--- src/rtl/vid_timing_sched.sv ---
// vid_timing_sched: raster sequencer that turns the frame-latched timing
// configuration into pixel-divided h/v counters, registered sync/blank
// decode, and one line-fetch request per displayed line.
module vid_timing_sched #(
  parameter int TW = 13,
  parameter int AW = 32
) (
  input  logic          clk,
  input  logic          reset,
  input  logic          en,
  input  logic [5:0]    pcnt,
  input  logic [TW-1:0] hsize,
  input  logic [TW-1:0] hend,
  input  logic [TW-1:0] hsync_start,
  input  logic [TW-1:0] hsync_end,
  input  logic [TW-1:0] vsize,
  input  logic [TW-1:0] vend,
  input  logic [TW-1:0] vsync_start,
  input  logic [TW-1:0] vsync_end,
  input  logic [AW-1:0] base_address,
  input  logic [AW-1:0] lineinc,
  input  logic          fetch_ack,
  output logic [TW-1:0] hcnt,
  output logic [TW-1:0] vcnt,
  output logic          hsync,
  output logic          hblank,
  output logic          vsync,
  output logic          vblank,
  output logic          pix_valid,
  output logic          frame_start,
  output logic          fetch_req,
  output logic [AW-1:0] fetch_addr,
  output logic          fetch_ovf
);

  typedef enum logic {IDLE = 1'b0, ACTIVE = 1'b1} state_t;

  localparam logic [TW:0] W_ONE = {{TW{1'b0}}, 1'b1};

  state_t state, state_next;

  logic [5:0]    sh_pcnt;
  logic [TW-1:0] sh_hsize, sh_hend, sh_hss, sh_hse;
  logic [TW-1:0] sh_vsize, sh_vend, sh_vss, sh_vse;
  logic [AW-1:0] sh_base, sh_inc;

  logic [5:0]    div;
  logic [AW-1:0] line_addr;
  logic [TW:0]   hcnt_inc, vcnt_inc;
  logic          pix_tick, line_end, frame_end, start_frame, decode_on;
  logic          line0_due, line_due, fetch_due;
  logic [AW-1:0] due_addr;

  assign hcnt_inc  = {1'b0, hcnt} + W_ONE;
  assign vcnt_inc  = {1'b0, vcnt} + W_ONE;
  assign pix_tick  = (state == ACTIVE) && (div == sh_pcnt);
  assign line_end  = pix_tick && (hcnt == sh_hend);
  assign frame_end = line_end && (vcnt == sh_vend);
  assign decode_on = (state == ACTIVE) && (state_next == ACTIVE);

  // Line 0 uses the configuration being latched this clock; later lines use the shadow copy.
  assign line0_due = start_frame && (hsize != '0) && (vsize != '0);
  assign line_due  = pix_tick && !line_end && (hcnt_inc == {1'b0, sh_hsize})
                     && (vcnt_inc < {1'b0, sh_vsize});
  assign fetch_due = line0_due || line_due;
  assign due_addr  = line0_due ? base_address : line_addr + sh_inc;

  // State register.
  always_ff @(posedge clk) begin
    if (reset) state <= IDLE;
    else       state <= state_next;
  end

  // Next state: start on enable, and at each frame end either restart or stop.
  always_comb begin
    state_next  = state;
    start_frame = 1'b0;
    case (state)
      IDLE: begin
        if (en) begin
          state_next  = ACTIVE;
          start_frame = 1'b1;
        end
      end
      ACTIVE: begin
        if (frame_end) begin
          if (en) start_frame = 1'b1;
          else    state_next  = IDLE;
        end
      end
      default: state_next = IDLE;
    endcase
  end

  // Shadow configuration, refreshed only at a frame boundary.
  always_ff @(posedge clk) begin
    if (reset) begin
      sh_pcnt  <= '0;
      sh_hsize <= '0;
      sh_hend  <= '0;
      sh_hss   <= '0;
      sh_hse   <= '0;
      sh_vsize <= '0;
      sh_vend  <= '0;
      sh_vss   <= '0;
      sh_vse   <= '0;
      sh_base  <= '0;
      sh_inc   <= '0;
    end else if (start_frame) begin
      sh_pcnt  <= pcnt;
      sh_hsize <= hsize;
      sh_hend  <= hend;
      sh_hss   <= hsync_start;
      sh_hse   <= hsync_end;
      sh_vsize <= vsize;
      sh_vend  <= vend;
      sh_vss   <= vsync_start;
      sh_vse   <= vsync_end;
      sh_base  <= base_address;
      sh_inc   <= lineinc;
    end
  end

  // Pixel divider and raster counters; the vend wrap is covered by the frame restart/stop path.
  always_ff @(posedge clk) begin
    if (reset || start_frame || state_next == IDLE) begin
      div  <= '0;
      hcnt <= '0;
      vcnt <= '0;
    end else if (pix_tick) begin
      div <= '0;
      if (line_end) begin
        hcnt <= '0;
        vcnt <= vcnt_inc[TW-1:0];
      end else begin
        hcnt <= hcnt_inc[TW-1:0];
      end
    end else begin
      div <= div + 6'd1;
    end
  end

  // Registered decode of the current counter position.
  always_ff @(posedge clk) begin
    if (reset) begin
      hsync       <= 1'b0;
      hblank      <= 1'b0;
      vsync       <= 1'b0;
      vblank      <= 1'b0;
      pix_valid   <= 1'b0;
      frame_start <= 1'b0;
    end else begin
      hsync       <= decode_on && (hcnt >= sh_hss) && (hcnt < sh_hse);
      hblank      <= decode_on && (hcnt >= sh_hsize);
      vsync       <= decode_on && (vcnt >= sh_vss) && (vcnt < sh_vse);
      vblank      <= decode_on && (vcnt >= sh_vsize);
      pix_valid   <= decode_on && pix_tick && (hcnt < sh_hsize) && (vcnt < sh_vsize);
      frame_start <= start_frame;
    end
  end

  // Fetch request handshake: one pending request, overflow flagged when another comes due.
  always_ff @(posedge clk) begin
    if (reset) begin
      fetch_req  <= 1'b0;
      fetch_addr <= '0;
      fetch_ovf  <= 1'b0;
      line_addr  <= '0;
    end else begin
      if (start_frame)   line_addr <= base_address;
      else if (line_due) line_addr <= due_addr;

      if (fetch_due && (!fetch_req || fetch_ack)) begin
        fetch_req  <= 1'b1;
        fetch_addr <= due_addr;
      end else begin
        if (fetch_due) fetch_ovf <= 1'b1;
        if (fetch_req && fetch_ack) begin
          fetch_req  <= 1'b0;
          fetch_addr <= '0;
        end
      end
    end
  end

endmodule

--- config.mk ---
export PLATFORM = sky130hd
export DESIGN_NAME = vid_timing_sched
export DESIGN_NICKNAME = d
export VERILOG_FILES = /design/src/rtl/vid_timing_sched.sv
export SDC_FILE = /design/constraint.sdc
export NUM_CORES = 1
export LEC_CHECK = 0
export CAP_MARGIN = 20
export CORE_ASPECT_RATIO = 0.7
export CORE_MARGIN = 2
export CORE_UTILIZATION = 25
export CTS_BUF_LIST = sky130_fd_sc_hd__clkbuf_4 sky130_fd_sc_hd__clkbuf_8
export DETAILED_ROUTE_END_ITERATION = 12
export GPL_TIMING_DRIVEN = 0
export REMOVE_ABC_BUFFERS = 1
export SLEW_MARGIN = 20
export SYNTH_ARGS = -nofsm -noshare
export SYNTH_HDL_FRONTEND = slang
export SYNTH_SLANG_ARGS = --single-unit
--- constraint.sdc ---
create_clock -name clk -period 8.05 [get_ports clk]
set_input_delay 1.2075 -clock clk [delete_from_list [all_inputs] [get_ports clk]]
set_output_delay 1.2075 -clock clk [all_outputs]
set_load 0.1 [all_outputs]
==> impl_metrics.env <==
export IMPL_crit_required_ns=8.56
export IMPL_vias=13500
export IMPL_insertion_delay_ns=0.60
export IMPL_synth_area_leaders="dfxtp_1, ha_1, nand2_1"
export IMPL_synth_cell_types=67
export IMPL_yosysWarnings=0
export IMPL_hpwl_um=34800
export IMPL_synth_cell_area_um2=14100
export IMPL_timing_slew_headroom_pct=28.0
export IMPL_drtIter0Drc=705
export IMPL_synth_flop_cell="dfxtp_1"
export IMPL_gp_routability_congestion=0.879
export IMPL_drv_slew=0
export IMPL_period_minus_slack_ns=5.52
export IMPL_synth_xor_area_share_pct=6.25
export IMPL_fmax_mhz=181
export IMPL_wirelength_um=47200
export IMPL_leakagePower_nw=7.27
export IMPL_netlist_instances=1827
export IMPL_postLayoutCellArea_um2=18400
export IMPL_root_buffer="clkbuf_8"
export IMPL_ir_drop_uv=106
export IMPL_numPortBuffers=243
export IMPL_finalCritPeriodShare_pct=68.5
export IMPL_first_global_vias=13300
export IMPL_synth_most_common_cell="nand2_1"
export IMPL_numCtsBuffers=45
export IMPL_routed_via_density=4.80
export IMPL_critPathCaptureType="flip-flop"
export IMPL_skew_ns=0.0235
export IMPL_p_comb_share_pct=18.9
export IMPL_final_nets=2326
export IMPL_p_int_mw=2.36
export IMPL_chipWidth_um=288
export IMPL_synthSimpleGateAreaFrac_pct=19.7
export IMPL_grt_overflow_total=0
export IMPL_drtAntennaViolNets=0
export IMPL_reg_largest_list="fetch_addr: 32 flops, line_addr: 32 flops, sh_inc: 32 flops"
export IMPL_synthMuxAreaShare_pct=0.862
export IMPL_min_path_type="reg2reg"
export IMPL_synth_largest_area_cell="dfxtp_1"
export IMPL_switchingPower_mw=1.01
export IMPL_die_area_um2=58300
export IMPL_drive_gt1_share_pct=5.63
export IMPL_drtPass1Iterations=5
export IMPL_fin_ws_ns=2.53
export IMPL_status="completed"
export IMPL_pwr_share_clk_pct=41.7
export IMPL_synth_compound_area_share_pct=20.9
export IMPL_cts_sinks=247
export IMPL_seqPwrFrac_pct=39.4
export IMPL_maxCapViolations=0
export IMPL_coreArea_um2=55500
export IMPL_syn_to_final_growth_pct=31.0
export IMPL_cellPowerDensity_nw_per_um2=183
export IMPL_post_route_util_pct=33.2
export IMPL_synth_seq_area_share_pct=35.1
export IMPL_ys_async_sr_fraction_pct=0
export IMPL_cts_setup_buffers=0
export IMPL_ctsHoldBuffers=0
export IMPL_worstSetupStartpointType="flip-flop"
export IMPL_synth_edff_count=0
export IMPL_rsz0062_at_grt="no"
export IMPL_p_total_mw=3.37
export IMPL_fin_cells=2802
export IMPL_wl_per_cell_um=16.8
export IMPL_startpoint="vcnt[1]"
export IMPL_setup_viol_count_final=0
export IMPL_htree_levels=2
export IMPL_pin_count=244
export IMPL_dpl_cell_area_um2=17400
export IMPL_hold_viol=0
export IMPL_p_sw_share_pct=29.9
export IMPL_tightest_slew_ns=1.08
export IMPL_crit_fanout=28
export IMPL_synth_top_area_share_pct=35.1
export IMPL_grt_max_degree=103
export IMPL_reg2reg_from="vcnt[1]"
export IMPL_track_usage_pct=15.9
export IMPL_ys_seq_elements=247
export IMPL_drc=0
export IMPL_synth_top_family_by_area="compound AO/OA/AOI/OAI gates"
export IMPL_synth_fa_ha_area_share_pct=11.1
export IMPL_start_util_pct=25.4
export IMPL_pre_cts_ws_ns=2.51
export IMPL_whs_ns=0.453
export IMPL_clk_pin_slew_ns=0.06
export IMPL_grt_pass1_wl_um=73700
export IMPL_cp_arrival_ns=6.03
export IMPL_cts_tree="yes"
export IMPL_timing_setup_tns_ns=0
export IMPL_avgSynthCellArea_um2=7.71
export IMPL_clock_path_buffers=3
export IMPL_synth_commonest_cells="nand2_1, dfxtp_1, a21oi_1"
export IMPL_rows=72
export IMPL_cts_resized=0
export IMPL_dp_cells=2717
export IMPL_antenna_found_initial=4
export IMPL_setup_worst_path_class="reg2reg"
export IMPL_min_delay_start="sh_hss[11]"
export IMPL_die_h_um=203
==> final timing paths <==
kind | endpoint | cells past startpoint | slack (ns)
max | fetch_addr[24] | 18 | 2.53
min | sh_hss[11] | 2 | 0.45
max reg2reg | fetch_addr[24] | 18 | 2.53
min reg2reg | sh_hss[11] | 2 | 0.45
==> power by group through the flow <==
stage	logic [mW]	registers [mW]	clock network, mW
global route	0.696	1.33	1.52
finish	0.637	1.33	1.40
CTS	0.642	1.33	1.46
detailed placement	0.638	1.35	0
floorplan	0.293	1.43	0
global placement	0.633	1.35	0
==> final cells by class <==
class	instances	area, um^2
Timing Repair Buffer	259	2760
Antenna cell	2	5.00
Inverter	110	413
Clock inverter	13	153
Clock buffer	70	907
Tap cell	740	926
Fill cell	5868	37100
Multi-Input combinational cell	1361	8330
Sequential cell	247	4940
==> critical path, stage by stage (launching register included) <==
cell      delay (ns)
dfxtp_1         0.53
ha_1            0.29
nand3_1         0.17
nor2_1          0.26
and3_1          0.26
and3_1          0.29
nand3_1         0.12
xnor2_1         0.17
ha_1            0.33
a211oi_1        0.38
nand3_1         0.11
or4_1           0.55
nor4_1          0.19
nor4b_1         0.23
and2_2          0.32
buf_12          0.24
or2_1           0.41
nand2_1         0.35
o22ai_1         0.22
==> cells in the final DEF, fill, tap and decap left out, drive strengths merged, types with 47 or more instances in the layout <==
cell type / synthesis / routed
o21ai: 58 / 58
a21oi: 242 / 242
dfxtp: 247 / 247
clkbuf: 75 / 70
xor2: 58 / 58
inv: 110 / 110
ha: 123 / 123
clkdlybuf4s50: 0 / 242
nand2: 386 / 386
nor2: 92 / 92
a22oi: 47 / 47
==> logic make-up after synthesis <==
group / Yosys count
multiplexers: 12
buffers and inverters: 219
AO/OA/AOI/OAI: 487
adder cells (fa/ha/maj): 124
flip-flops: 247
XOR/XNOR: 99
AND/OR/NAND/NOR: 639
==> metal layers <==
layer	wire (um)	share of wire, %	GRT usage [%]	up-vias
li1	-	-	-	6707
met1	22700	48	21.5	6366
met2	20900	44	25.5	322
met3	2870	6.1	3.61	61
met4	647	1.4	3.61	6
met5	38	0.081	0	-
(Power assumes the default switching activity.)
